<file path="config.mk">
export PLATFORM = sky130hd
export DESIGN_NAME = sseg_scan_decoder
export DESIGN_NICKNAME = d
export VERILOG_FILES = /design/src/rtl/sseg_scan_decoder.sv
export SDC_FILE = /design/constraint.sdc
export NUM_CORES = 1
export LEC_CHECK = 0
export ABC_AREA = 0
export CORE_MARGIN = 4
export CORE_UTILIZATION = 25
export DETAILED_ROUTE_END_ITERATION = 10
export PLACE_DENSITY = 0.46
export SYNTH_ARGS = -nofsm -noshare
export SYNTH_HDL_FRONTEND = slang
export SYNTH_SLANG_ARGS = --single-unit
</file>
<file path="constraint.sdc">
create_clock -name clk -period 3.13 [get_ports clk]
set_input_delay 0.313 -clock clk [delete_from_list [all_inputs] [get_ports clk]]
set_output_delay 0.313 -clock clk [all_outputs]
set_load 0.005 [all_outputs]
</file>
<file path="src/rtl/sseg_scan_decoder.sv">
// ============================================================================
// Module      : sseg_scan_decoder
// Description : Decodes a scanned 4-digit 7-segment bus back into a signed
//               9-bit value. Optional macro SSEG_DECODE_CHANGE_ONLY_EN.
// Revision    : 1.0 - initial release
// ============================================================================
`default_nettype none

module sseg_scan_decoder #(
  parameter int SETTLE_CYCLES  = 4,
  parameter int TIMEOUT_CYCLES = 2**20
) (
  input  logic       clk,
  input  logic       rst,
  input  logic [6:0] SSeg,
  input  logic [3:0] an,
  output logic [8:0] resultado,
  output logic       valid,
  output logic       err,
  output logic       stale
);

  localparam int c_SET_W = $clog2(SETTLE_CYCLES + 1);
  localparam int c_TO_W  = $clog2(TIMEOUT_CYCLES + 1);
  localparam logic [c_SET_W-1:0] c_SETTLE_LAST = c_SET_W'(SETTLE_CYCLES - 1);
  localparam logic [c_SET_W-1:0] c_SETTLE_SAT  = c_SET_W'(SETTLE_CYCLES);
  localparam logic [c_TO_W-1:0]  c_TO_MAX      = c_TO_W'(TIMEOUT_CYCLES);
  localparam logic [6:0]         c_SEG_DASH    = 7'b0111111;
  localparam logic [6:0]         c_SEG_BLANK   = 7'b1111111;

  typedef enum logic [1:0] {
    S_COLLECT  = 2'd0,
    S_ASSEMBLE = 2'd1,
    S_CHECK    = 2'd2
  } state_t;

  // {invalid, value}
  function automatic logic [4:0] f_digit(input logic [6:0] seg);
    case (seg)
      7'b1000000: f_digit = 5'd0;
      7'b1111001: f_digit = 5'd1;
      7'b0100100: f_digit = 5'd2;
      7'b0110000: f_digit = 5'd3;
      7'b0011001: f_digit = 5'd4;
      7'b0010010: f_digit = 5'd5;
      7'b0000010: f_digit = 5'd6;
      7'b1111000: f_digit = 5'd7;
      7'b0000000: f_digit = 5'd8;
      7'b0010000: f_digit = 5'd9;
      default:    f_digit = 5'b1_0000;
    endcase
  endfunction

  logic [3:0]         r_an_meta, r_an_sync;
  logic [6:0]         r_seg_meta, r_seg_sync;
  logic [10:0]        r_prev;
  logic [c_SET_W-1:0] r_stab_cnt;

  state_t             r_state;
  logic [3:0]         r_seen;
  logic [3:0]         r_dig_u, r_dig_t, r_dig_h;
  logic [3:0]         r_inv;
  logic               r_neg;
  logic [9:0]         r_mag;
  logic               r_neg_q, r_bad_q;
  logic [8:0]         r_resultado;
  logic               r_valid, r_err;
  logic [c_TO_W-1:0]  r_to_cnt;

  logic               w_same, w_capture, w_onehot, w_multi;
  logic [3:0]         w_an_low;
  logic [4:0]         w_dig;
  logic               w_sign_dash, w_sign_blank;
  logic [3:0]         w_seen_base, w_seen_next;
  logic [9:0]         w_mag;
  logic               w_chk_bad, w_good_frame, w_pulse;
  logic [8:0]         w_new_val;

  assign w_same    = ({r_an_sync, r_seg_sync} == r_prev);
  assign w_capture = (r_stab_cnt == c_SETTLE_LAST);
  assign w_an_low  = ~r_prev[10:7];
  assign w_onehot  = (w_an_low != 4'd0) && ((w_an_low & (w_an_low - 4'd1)) == 4'd0);
  assign w_multi   = (w_an_low != 4'd0) && !w_onehot;
  assign w_dig        = f_digit(r_prev[6:0]);
  assign w_sign_dash  = (r_prev[6:0] == c_SEG_DASH);
  assign w_sign_blank = (r_prev[6:0] == c_SEG_BLANK);

  // seen is cleared in CHECK before that cycle's capture is merged in.
  always_comb begin
    w_seen_base = (r_state == S_CHECK) ? 4'd0 : r_seen;
    w_seen_next = w_seen_base;
    if (w_capture) begin
      if (w_multi)
        w_seen_next = 4'd0;
      else if (w_onehot)
        w_seen_next = w_seen_base | w_an_low;
    end
  end

  // 100h + 10t + u with shifts and adds only
  assign w_mag = {r_dig_h, 6'b0} + {1'b0, r_dig_h, 5'b0} + {4'b0, r_dig_h, 2'b0}
               + {3'b0, r_dig_t, 3'b0} + {5'b0, r_dig_t, 1'b0} + {6'b0, r_dig_u};

  assign w_chk_bad = r_bad_q
                   || ( r_neg_q && (r_mag == 10'd0))
                   || (!r_neg_q && (r_mag > 10'd255))
                   || ( r_neg_q && (r_mag > 10'd256));
  assign w_new_val    = r_neg_q ? (9'd0 - r_mag[8:0]) : r_mag[8:0];
  assign w_good_frame = (r_state == S_CHECK) && !w_chk_bad;

`ifdef SSEG_DECODE_CHANGE_ONLY_EN
  assign w_pulse = (w_new_val != r_resultado);
`else
  assign w_pulse = 1'b1;
`endif

  always_ff @(posedge clk) begin
    if (rst) begin
      r_an_meta  <= 4'hF;
      r_an_sync  <= 4'hF;
      r_seg_meta <= 7'h7F;
      r_seg_sync <= 7'h7F;
      r_prev     <= 11'h7FF;
      r_stab_cnt <= '0;
    end else begin
      r_an_meta  <= an;
      r_an_sync  <= r_an_meta;
      r_seg_meta <= SSeg;
      r_seg_sync <= r_seg_meta;
      r_prev     <= {r_an_sync, r_seg_sync};
      // Saturating past the capture point makes each stable slot latch once.
      if (!w_same)
        r_stab_cnt <= '0;
      else if (r_stab_cnt != c_SETTLE_SAT)
        r_stab_cnt <= r_stab_cnt + 1'b1;
    end
  end

  always_ff @(posedge clk) begin
    if (rst) begin
      r_state     <= S_COLLECT;
      r_seen      <= 4'd0;
      r_dig_u     <= 4'd0;
      r_dig_t     <= 4'd0;
      r_dig_h     <= 4'd0;
      r_inv       <= 4'd0;
      r_neg       <= 1'b0;
      r_mag       <= 10'd0;
      r_neg_q     <= 1'b0;
      r_bad_q     <= 1'b0;
      r_resultado <= 9'd0;
      r_valid     <= 1'b0;
      r_err       <= 1'b0;
      r_to_cnt    <= '0;
    end else begin
      r_seen  <= w_seen_next;
      r_valid <= 1'b0;
      r_err   <= 1'b0;

      if (w_capture && w_onehot) begin
        case (w_an_low)
          4'b0001: begin r_dig_u <= w_dig[3:0]; r_inv[0] <= w_dig[4]; end
          4'b0010: begin r_dig_t <= w_dig[3:0]; r_inv[1] <= w_dig[4]; end
          4'b0100: begin r_dig_h <= w_dig[3:0]; r_inv[2] <= w_dig[4]; end
          4'b1000: begin
            r_neg    <= w_sign_dash;
            r_inv[3] <= !(w_sign_dash || w_sign_blank);
          end
          default: ;
        endcase
      end

      case (r_state)
        S_COLLECT: begin
          if (w_seen_next == 4'b1111)
            r_state <= S_ASSEMBLE;
        end
        S_ASSEMBLE: begin
          // Snapshot so captures for the next frame cannot disturb CHECK.
          r_mag   <= w_mag;
          r_neg_q <= r_neg;
          r_bad_q <= |r_inv;
          r_state <= S_CHECK;
        end
        S_CHECK: begin
          if (w_chk_bad) begin
            r_err <= 1'b1;
          end else if (w_pulse) begin
            r_valid     <= 1'b1;
            r_resultado <= w_new_val;
          end
          r_state <= S_COLLECT;
        end
        default: r_state <= S_COLLECT;
      endcase

      if (w_good_frame)
        r_to_cnt <= '0;
      else if (r_to_cnt != c_TO_MAX)
        r_to_cnt <= r_to_cnt + 1'b1;
    end
  end

  assign resultado = r_resultado;
  assign valid     = r_valid;
  assign err       = r_err;
  assign stale     = (r_to_cnt == c_TO_MAX);

endmodule

`default_nettype wire

</file>
Word-level counts from Yosys, hierarchy flattened
Index checks and enable logic that the tools add are counted.
Operators by class
  $add $sub $neg: 9
  magnitude comparators: 2
  equal/unequal tests: 24
  muxes and demuxes: 10
  bitwise logic cells: 6
  reduce and logical (&&, ||, !) cells: 29
Operator list (count)
  5-bit case mux with 10 select lines: 1
  7-bit == test, second input constant: 4
  21-bit by 1-bit adder with 21-bit output, second input constant: 1
  21-bit == test, second input constant: 1
  7-bit by 5-bit == test with 1-bit output, second input constant: 3
  7-bit by 6-bit == test with 1-bit output, second input constant: 3
  21-bit != test, second input constant: 1
  4-bit two-way mux: 4
  11-bit == test: 1
  10-bit by 4-bit adder with 10-bit output: 1
  10-bit by 5-bit adder with 10-bit output: 1
  10-bit by 6-bit adder with 10-bit output: 1
  10-bit by 7-bit adder with 10-bit output: 1
  10-bit by 9-bit adder with 10-bit output: 1
  10-bit by 8-bit greater-than comparator with 1-bit output, second input constant: 1
  10-bit by 9-bit greater-than comparator with 1-bit output, second input constant: 1
  10-bit zero test: 1
  2-bit AND reduction: 5
  9-bit two-way mux: 1
  1-bit by 9-bit subtractor with 9-bit output, first input constant: 1
  4-bit == test, second input constant: 2
  7-bit by 2-bit == test with 1-bit output, second input constant: 1
  1-bit logical AND: 7
  7-bit zero test: 1
  other kinds (24): 35
Word-level totals
  register bits after elaboration: 103
  output and inout port bits: 12
  word-level logic and storage cells: 103

Depth between registers and ports, before layout
Gate-level depths: netlist (run 1).
  depth after elaboration: 12
  depth in mapped cells: 11
  gate-level depth less buffers: 11

Least setup slack after synthesis (run 1)
OpenSTA, ideal clock, no wires.
  path type: register -> register
  start point: reg r_dig_t[0]
  end point: reg r_mag[9]
  arrival time: 2.808 ns
  required time: 3.003 ns
  setup slack: 0.195 ns
  stages on the path, launching flop included: 12
  path buffers: 0
  clock period less this slack: 2.935 ns
  cell sequence: dfxtp_1 -> inv_1 -> fa_1 -> fa_1 -> inv_1 -> ha_1 -> fa_1 -> a21o_1 -> a21o_1 -> a21oi_1 -> nor4b_1 -> nor4_1
Between the ends
  longest elaborated chain between the ends: 3
Ends and longest elaborated chain
  start: declaration: line 61  | logic [3:0] r_dig_u, r_dig_t, r_dig_h;
  start signal: assignment: line 163  | 4'b0010: begin r_dig_t <= w_dig[3:0]; r_inv[1] <= w_dig[4]; end
  10-bit by 7-bit adder with 10-bit output: line 102  | + {3'b0, r_dig_t, 3'b0} + {5'b0, r_dig_t, 1'b0} + {6'b0, r_dig_u};
  10-bit by 5-bit adder with 10-bit output (*): line 102
  10-bit by 4-bit adder with 10-bit output (*): line 102
  end signal: assignment: line 180  | r_mag <= w_mag;
  end: declaration: line 64  | logic [9:0] r_mag;
Every way passes the cells marked *; elsewhere a longest branch is shown, timed or not.
A chain may end at the register's enable or synchronous reset.

Final worst setup path (run 1)
Ends and elaborated chain as after synthesis.

==> results.txt, run 1 <==
The count of routing violations after the opening detailed-route iteration is approximately 270. Gates resized during post-CTS repair numbered 0. The via count of the first global-routing pass is approximately 3300. The clock buffer count from CTS is 9.

The finished cells cover ~5500 um2. The TritonCTS sink count came out at between 100 and 150. The final count of hold timing violations is 0. The worst register-to-register path has a setup slack of 110 ps.

Subtracting the final worst setup slack from the clock period gives a little over 3000 ps. For this run, the leading register cell type out of synthesis is sky130_fd_sc_hd__dfxtp_1. The worst hold path terminates at r_seg_sync[4]$_SDFF_PP1_.

TritonCTS built the clock tree. The largest area contributor in the netlist is sky130_fd_sc_hd__dfxtp_1. After detailed routing, the number of remaining DRC violations is 0.

The combined area of all synthesized cells is ~4800 um2. The number of nets produced by synthesis is 557. The wire length of the first global-routing pass is roughly 16 mm. The global router's overall resource usage came out at 0.0880.

Summed over all cells, the static leakage comes to roughly 2.1 nW. In this run, synthesis produced a sequential element count of 103. The mean instance size in the synthesized netlist came out at about 9.3 um2. After detailed routing, the total wire length is 8.97 mm. The root buffer cell chosen for the clock tree is sky130_fd_sc_hd__clkbuf_16.

In the post-synthesis netlist, the cell with the most instances is sky130_fd_sc_hd__dfxtp_1. Walking the worst path, the cells encountered are inv_1 -> fa_1 -> fa_1 -> inv_1 -> ha_1 -> fa_1 -> a21o_1 -> a21o_1 -> a21oi_1 -> nor4b_2 -> nor4_1. The run finished with clean final reports. Across the VDD grid, the largest voltage drop is 0.000242 V. The share of post-route cells with drive strength above 1 came out at 0.131. From left edge to right edge, the die measures around 150 um. The setup-violating endpoint count in the final report came out at 0. Ranked by total cell area, the synthesized netlist is headed by sky130_fd_sc_hd__dfxtp_1 (43%), sky130_fd_sc_hd__ha_1 (5.5%), sky130_fd_sc_hd__xor2_1 (5.3%). From bottom edge to top edge, the die measures between 100 and 150 um. The clock transition at the registers of the reported paths came out at about 70 ps. STA classifies the critical path startpoint as a flop. In this run the number of H-tree levels came out at 3. The start-to-end type of the worst setup path is flop to flop. In this run the most critical hold path is launched from r_seg_meta[4]$_SDFF_PP1_. The element type at the critical path end is a flop. The final clock skew is between 6 and 7 ps. The worst slew margin relative to its limit is 0.599. From synthesis to final layout, the design area changed by 15.2%. For this run, the register share of the synthesized area comes to 0.431. The number of cells produced by synthesis came out at ~520. The routability-driven placement congestion ratio is 0.802. The highest clock rate is 331 MHz. The number of antenna violations at the first check in global routing came out at 0.

Summed over all layers, the global routing overflow is 0. The required time reported for the critical path endpoint is 3370 ps. The starting density of the core came out at 0.255. The path depth of the worst reg2reg path came out at 11. The commonest cells after synthesis are sky130_fd_sc_hd__dfxtp_1 (103), sky130_fd_sc_hd__nor2_1 (46), sky130_fd_sc_hd__nand2_1 (40), sky130_fd_sc_hd__or2_2 (33), sky130_fd_sc_hd__inv_1 (30). Entering global routing, the biggest net connects 31 pins. In this run the cell area measured after placement is about 5200 um2. On the critical path the largest part of the delay comes from adder cells.

The insertion delay of the later-clocked pin in the worst-skew pair came out at 350 ps. The worst register-to-register path begins at r_dig_t[0]$_SDFFE_PP0P_. The number of nets with antenna violations after detailed routing came out at 0. The number of rows created at floorplan is 50. In this run the count of I/O pins placed on the die edge is 25. In this run the critical register-to-register path is captured at r_mag[9]$_SDFFE_PP0N_. The worst hold path belongs to the class flop to flop. The per-cell via count in the routed design is around 4.4. The largest driver fanout on the critical path is 3. Across all setup checks in the final design, the least slack found is between 100 and 150 ps. The cell that appears most often on the critical path is sky130_fd_sc_hd__fa_1. The maximum clock path buffer count is 2. The detailed-route via count is 3361. The count of different cell masters after synthesis came out at roughly 60. The core area is about 19000 um2.

The cell depth of the worst hold path is 1. The number of input and output port buffers inserted is 24. The final number of max-transition violations is 0.

The largest individual stage delay along the critical path comes from the cell sky130_fd_sc_hd__fa_1. The total iterations of the first detailed-routing run is 5. The HPWL after detailed placement is roughly 6.5 mm. The post-CTS setup-driven buffer insertion count is 0.

In the finished design, the share of the clock period the worst path needs comes to 0.964. The share of the synthesized area in the top cell type came out at 0.431. Counting flops with an async set or reset pin after synthesis yields a share of 0. The power density over the cells is approximately 470 nW/um2. The actual slew at the worst max-slew pin came out at 602 ps. The count of filler cells inserted in the layout came out at 1963.

The total die area is 21400 um2. The post-route total power came out at roughly 0.0026 W. The Yosys warning count came out at 0. After detailed routing, the average wire length per cell comes to 11.7 um. The number of hold buffers added after CTS was 0. On the worst path, the slowest cell contributes a delay of approximately 510 ps. The buffer and inverter count on the worst path is 2. The worst slack at placement is between 30 and 40 ps. The critical path arrival is 3260 ps. The number of flops mapped to enable cells by yosys came out at 0.

The number of max-capacitance violations reported is 0. The total negative slack came out at 0 ps. The net count reported at finish is 570. The number of antenna diodes is 0.
==> metal layers <==
layer  track usage  vias to the layer above  share of wire
met3        0.0264                       11          0.041
met5             0                        -              0
met2         0.135                       45           0.43
met1         0.118                     1529           0.51
li1              -                     1776              -
met4        0.0325                        0          0.014
==> flip-flops by register name, indices dropped and copies added (netlist names), 2 cells and up <==
register,flops
r_mag,10
r_prev,11
r_seg_meta,7
r_state,2
r_seg_sync,7
r_seen,4
r_stab_cnt,3
r_an_sync,4
r_to_cnt,21
resultado,9
r_dig_h,4
r_dig_t,4
r_an_meta,4
r_inv,4
r_dig_u,4
==> layout by cell type (no fill, tap or decap), types with 3 or more instances in the layout <==
cell type and count:
sky130_fd_sc_hd__nor2_1 46, sky130_fd_sc_hd__nand4_1 9, sky130_fd_sc_hd__or3_1 4, sky130_fd_sc_hd__o31ai_1 4, sky130_fd_sc_hd__a21o_1 3, sky130_fd_sc_hd__xor2_1 29, sky130_fd_sc_hd__nand3b_1 3, sky130_fd_sc_hd__clkbuf_16 9
sky130_fd_sc_hd__a22o_1 5, sky130_fd_sc_hd__nor4_1 7, sky130_fd_sc_hd__xnor2_1 13, sky130_fd_sc_hd__nand2_1 40, sky130_fd_sc_hd__o21ai_0 3, sky130_fd_sc_hd__o2bb2ai_1 4, sky130_fd_sc_hd__nand3_1 24, sky130_fd_sc_hd__o21ai_1 7
sky130_fd_sc_hd__inv_1 30, sky130_fd_sc_hd__nor3_2 4, sky130_fd_sc_hd__nor2b_1 8, sky130_fd_sc_hd__buf_4 3, sky130_fd_sc_hd__fa_1 7, sky130_fd_sc_hd__o41ai_1 3, sky130_fd_sc_hd__a211oi_1 3, sky130_fd_sc_hd__clkinv_4 3
sky130_fd_sc_hd__a21oi_1 22, sky130_fd_sc_hd__clkdlybuf4s50_1 23, sky130_fd_sc_hd__or2_2 33, sky130_fd_sc_hd__nor4b_1 3, sky130_fd_sc_hd__nor3_1 5, sky130_fd_sc_hd__nand2b_1 4, sky130_fd_sc_hd__and3_1 4, sky130_fd_sc_hd__ha_1 21
sky130_fd_sc_hd__mux2i_1 8, sky130_fd_sc_hd__dfxtp_1 103
==> how the worst max path moves through the flow <==
stage	cells past startpoint	end	startpoint	slack [ps]
floorplan	11	r_mag[9]$_SDFFE_PP0N_	r_dig_t[0]$_SDFFE_PP0P_	200
global placement	11	r_mag[9]$_SDFFE_PP0N_	r_dig_t[0]$_SDFFE_PP0P_	100
CTS	11	r_mag[9]$_SDFFE_PP0N_	r_dig_t[0]$_SDFFE_PP0P_	30
finish	11	r_mag[9]$_SDFFE_PP0N_	r_dig_t[0]$_SDFFE_PP0P_	110
detailed placement	11	r_mag[9]$_SDFFE_PP0N_	r_dig_t[0]$_SDFFE_PP0P_	40
global route	11	r_mag[9]$_SDFFE_PP0N_	r_dig_u[3]$_SDFFE_PP0P_	-10
==> stage by stage <==
stage	utilization	hold WS, ps	cells
finish	0.294	408	768
global route	0.294	425	768
CTS	0.294	409	768
detailed placement	0.277	392	752
global placement	0.277	392	752
floorplan	-	389	516
==> where the power goes <==
group          switching (W)  internal, W   total, W
registers          0.0000182      0.00133    0.00135
clock network       0.000513     0.000630    0.00114
logic              0.0000449    0.0000454  0.0000903
==> final cells by class <==
| type | instances | area, um2 | area share |
|---|---|---|---|
| Inverter | 32 | 120 | 0.0218 |
| Sequential cell | 103 | 2060 | 0.374 |
| Clock buffer | 9 | 225 | 0.0408 |
| Clock inverter | 7 | 81.3 | 0.0147 |
| Timing Repair Buffer | 27 | 258 | 0.0467 |
| Multi-Input combinational cell | 356 | 2480 | 0.449 |
| Tap cell | 234 | 293 | 0.0531 |
==> cells by family after synthesis <==
logic type,count (synthesis),synth area share
buf+inv,57,0.0533
fa+ha+maj,29,0.0862
compound gates,70,0.104
mux,8,0.0167
xor+xnor,43,0.0802
simple gates,206,0.229
flops,103,0.431
Note: power is estimated with default switching activity, not from simulation.
==> run 2: changes to the inputs <==
--- a/config.mk
+++ b/config.mk
@@ -10,6 +10,7 @@
 export CORE_UTILIZATION = 25
 export DETAILED_ROUTE_END_ITERATION = 10
 export PLACE_DENSITY = 0.46
+export SLEW_MARGIN = 10
 export SYNTH_ARGS = -nofsm -noshare
 export SYNTH_HDL_FRONTEND = slang
 export SYNTH_SLANG_ARGS = --single-unit
==> constraint.sdc (replaced) <==
create_clock -name clk -period 2.4 [get_ports clk]
set_input_delay 0.24 -clock clk [delete_from_list [all_inputs] [get_ports clk]]
set_output_delay 0.24 -clock clk [all_outputs]
set_load 0.005 [all_outputs]
==> results.txt, run 2 (synthesis gave the netlist of run 1 again) <==
Leaving out fill and tap cells, the most frequent cell in the layout is sky130_fd_sc_hd__dfxtp_1. The net count reported at finish came out at 586 (+2.8%). The maximum clock path buffer count is 2 (unchanged). The number of antenna violations at the first check in global routing came out at 0 (unchanged). The actual slew at the worst max-slew pin is 643 ps (+41.3 ps). The switching power of the nets is 0.000706 W (+23%).

The maximum ir drop on the vdd rail is 0.000328 V (+36%). The final number of max-transition violations came out at 0 (unchanged). The share of post-route cells with drive strength above 1 came out at 0.184 (+0.0526).

The post-route minimum period is 2780 ps (-233 ps). The path depth of the worst reg2reg path is 11 (unchanged). The final count of hold timing violations is 0 (unchanged).

The insertion delay of the later-clocked pin in the worst-skew pair came to 340 ps (about the same). The number of antenna diodes came out at 0 (unchanged). The routability-driven placement congestion ratio came out at 0.772 (-3.7%). The number of input and output port buffers inserted came out at 24 (unchanged).

The H-tree depth reported by CTS came out at 3 (unchanged). In the layout the commonest cells are sky130_fd_sc_hd__dfxtp_1 (100), sky130_fd_sc_hd__nor2_1 (45), sky130_fd_sc_hd__nand2_1 (40). The count of routing violations after the opening detailed-route iteration came to 210 (-21%). The smallest setup slack after layout is -385 ps (-497 ps). The tightest min-delay check is of the primary input to flop type.

The part of the cycle the worst path needs came out at 1.16 (+0.196). The switching part of the total came out at 0.201 (-0.0225). STA classifies the critical path startpoint as a flop. The proportion of power drawn by combinational gates is 0.034 (about the same).

The total iterations of the first detailed-routing run came out at 4 (-1). The detailed-route via count is 3436 (+2.2%). The core area is 18800 um2 (unchanged). The post-route total power is 0.00352 W (+36%). For this design, the slowest cell found on the critical path is sky130_fd_sc_hd__fa_1. The largest register by flop count is r_to_cnt.

The sum of routed wire length over all layers came to 9.25 mm (+3.2%). The die extent in y was 146 um (unchanged). The total die area came to 21400 um2 (unchanged). The via count of the first global-routing pass came out at 3354 (+1.2%). The starting density of the core came out at 0.255 (unchanged). The worst slack at placement came to -375 ps (-414 ps). The post-route DRC violation count came out at 0 (unchanged). TritonCTS built the clock tree. The final clock skew is 6.97 ps (+0.534 ps). The largest driver fanout on the critical path came out at 2 (-1).

The clock transition at the registers of the reported paths came to 70 ps (about the same). The per-cell via count in the routed design came to 4.38 (+0.15%). The cts-stage hold buffer count came out at 0 (unchanged).

The leftover overflow at the end of global routing is 0 (unchanged). The number of placed I/O pins came out at 25 (unchanged). The wire length of the first global-routing pass came to 16.3 mm (+3.2%). The HPWL after detailed placement came out at 6.78 mm (+3.8%).

The power density over the cells came out at 611 nW/um2 (+31%). The checks that failed: setup timing. The pin count of the biggest net entering global routing was 22 (-29%). The clock buffer count from CTS is 9 (unchanged). The cell depth of the worst hold path is 2 (+1). The sequential fraction of design power came out at 0.500 (-0.022). The required time reported for the critical path endpoint came out at 2620 ps (-750 ps). The cell internal power dissipation is 0.00281 W (+40%). STA classifies the critical path endpoint as a flop. The critical path is of the flop to flop type. The TritonCTS sink count came out at 103 (unchanged). The highest clock rate is 359 MHz (+8.3%). Clock tree synthesis selected as its root buffer the cell sky130_fd_sc_hd__clkbuf_16. The number of max-capacitance violations reported came out at 0 (unchanged). The setup-violating endpoint count in the final report is 4 (+4). The flow ran to the end, but the final reports show violations. The largest registers in the layout are r_to_cnt x21, r_prev x11, r_mag x10.

Traced cell by cell, the critical path runs through inv_2 -> fa_1 -> fa_1 -> inv_2 -> ha_4 -> fa_2 -> a21o_1 -> a21o_1 -> a21oi_2 -> nor4b_4 -> nor4_1. The relative contribution of the clock network to total power is 0.466 (+0.023). The number of rows created at floorplan is 50 (unchanged).

Relative to the synthesized area, the layout overhead comes to 20.4%. The worst slew margin relative to its limit came out at 0.571 (-0.0275). The number of nets with antenna violations after detailed routing came out at 0 (unchanged). The horizontal die dimension was 146 um (unchanged). Setup repair after global routing could not meet its margin everywhere. The largest incremental delay on the critical path is 500 ps (about the same). The critical path arrival is 3010 ps (-250 ps). The global router's overall resource usage is 0.0909 (+0.00288). The static leakage came out at 2.22 nW (+4.8%). The average wire per cell in the routed design is 11.8 um (+1.1%). The flip-flop count of the largest register, all copies and words added is 21 (unchanged).
## run 2: changes by cell type in the layout (fill, tap and decap cells not counted), sizes merged
cell | previous run | this run
clkbuf | 9 | 10
inv | 33 | 31
clkinvlp | 1 | 0
buf | 4 | 20
bufinv | 1 | 3
## run 2: metrics by stage
step,cells,setup TNS [ps],util,hold slack (ps),instance area (um2)
2_1_floorplan,516,-495,-,344,4820
3_3_place_gp,765,-755,0.284,392,5330
3_5_place_dp,765,-878,0.284,395,5330
4_1_cts,783,-853,0.305,332,5720
5_1_grt,784,-1440,0.307,363,5760
6_report,784,-962,0.307,325,5760
## run 2: metal layers
metal  global-route usage  share of wire  vias up  wire [um]
met3               0.0258          0.026        5        236
met5                    0              0        -          0
met2                0.138           0.45       33       4150
li1                     -              -     1802          -
met4               0.0212         0.0058        0         54
met1                0.128           0.52     1596       4810
## run 2: final timing paths
path                             from                       end  slack [ps]
max           r_dig_t[0]$_SDFFE_PP0P_     r_mag[9]$_SDFFE_PP0N_        -380
min                               rst   r_state[1]$_SDFFE_PP0P_         320
max reg2reg   r_dig_t[0]$_SDFFE_PP0P_     r_mag[9]$_SDFFE_PP0N_        -380
min reg2reg  r_seg_meta[4]$_SDFF_PP1_  r_seg_sync[4]$_SDFF_PP1_         410
## run 2: layout make-up
class / instances / area (um2)
clock inverters: 6 / 109
multi-input cells: 356 / 2570
clock buffers: 10 / 229
inverters: 32 / 120
flip-flops and latches: 103 / 2070
well taps: 234 / 293
repair buffers: 43 / 382
fillers: 1962 / 13000
## run 2: worst max-delay path, delay by kind of cell (launching register included)
| family | cells | cell delay (ps) |
|---|---|---|
| flip-flops | 1 | 330 |
| buffers and inverters | 2 | 90 |
| AO/OA/AOI/OAI | 3 | 510 |
| adder cells (fa/ha/maj) | 4 | 1490 |
| AND/OR/NAND/NOR | 2 | 270 |
## run 2: timing repair
action                     4_1_cts  5_1_grt
buffers inserted                 2        1
resized for setup                9        5
setup endpoints to repair        5        6
pin swaps                        7        4
## run 2: power groups by stage
stage | logic [W] | registers, W | clock network (W)
finish | 0.000119 | 0.00176 | 0.00164
global route | 0.000135 | 0.00176 | 0.00177
CTS | 0.000121 | 0.00176 | 0.00171
detailed placement | 0.000121 | 0.00180 | 0
global placement | 0.000119 | 0.00180 | 0
floorplan | 0.0000950 | 0.00179 | 0
==> run 3: changes to the inputs <==
--- a/config.mk
+++ b/config.mk
@@ -6,6 +6,7 @@
 export NUM_CORES = 1
 export LEC_CHECK = 0
 export ABC_AREA = 0
+export CAP_MARGIN = 0
 export CORE_MARGIN = 4
 export CORE_UTILIZATION = 25
 export DETAILED_ROUTE_END_ITERATION = 10
==> results of run 3 <==
The final DEF is identical to that of run 2; final timing and power are the same.
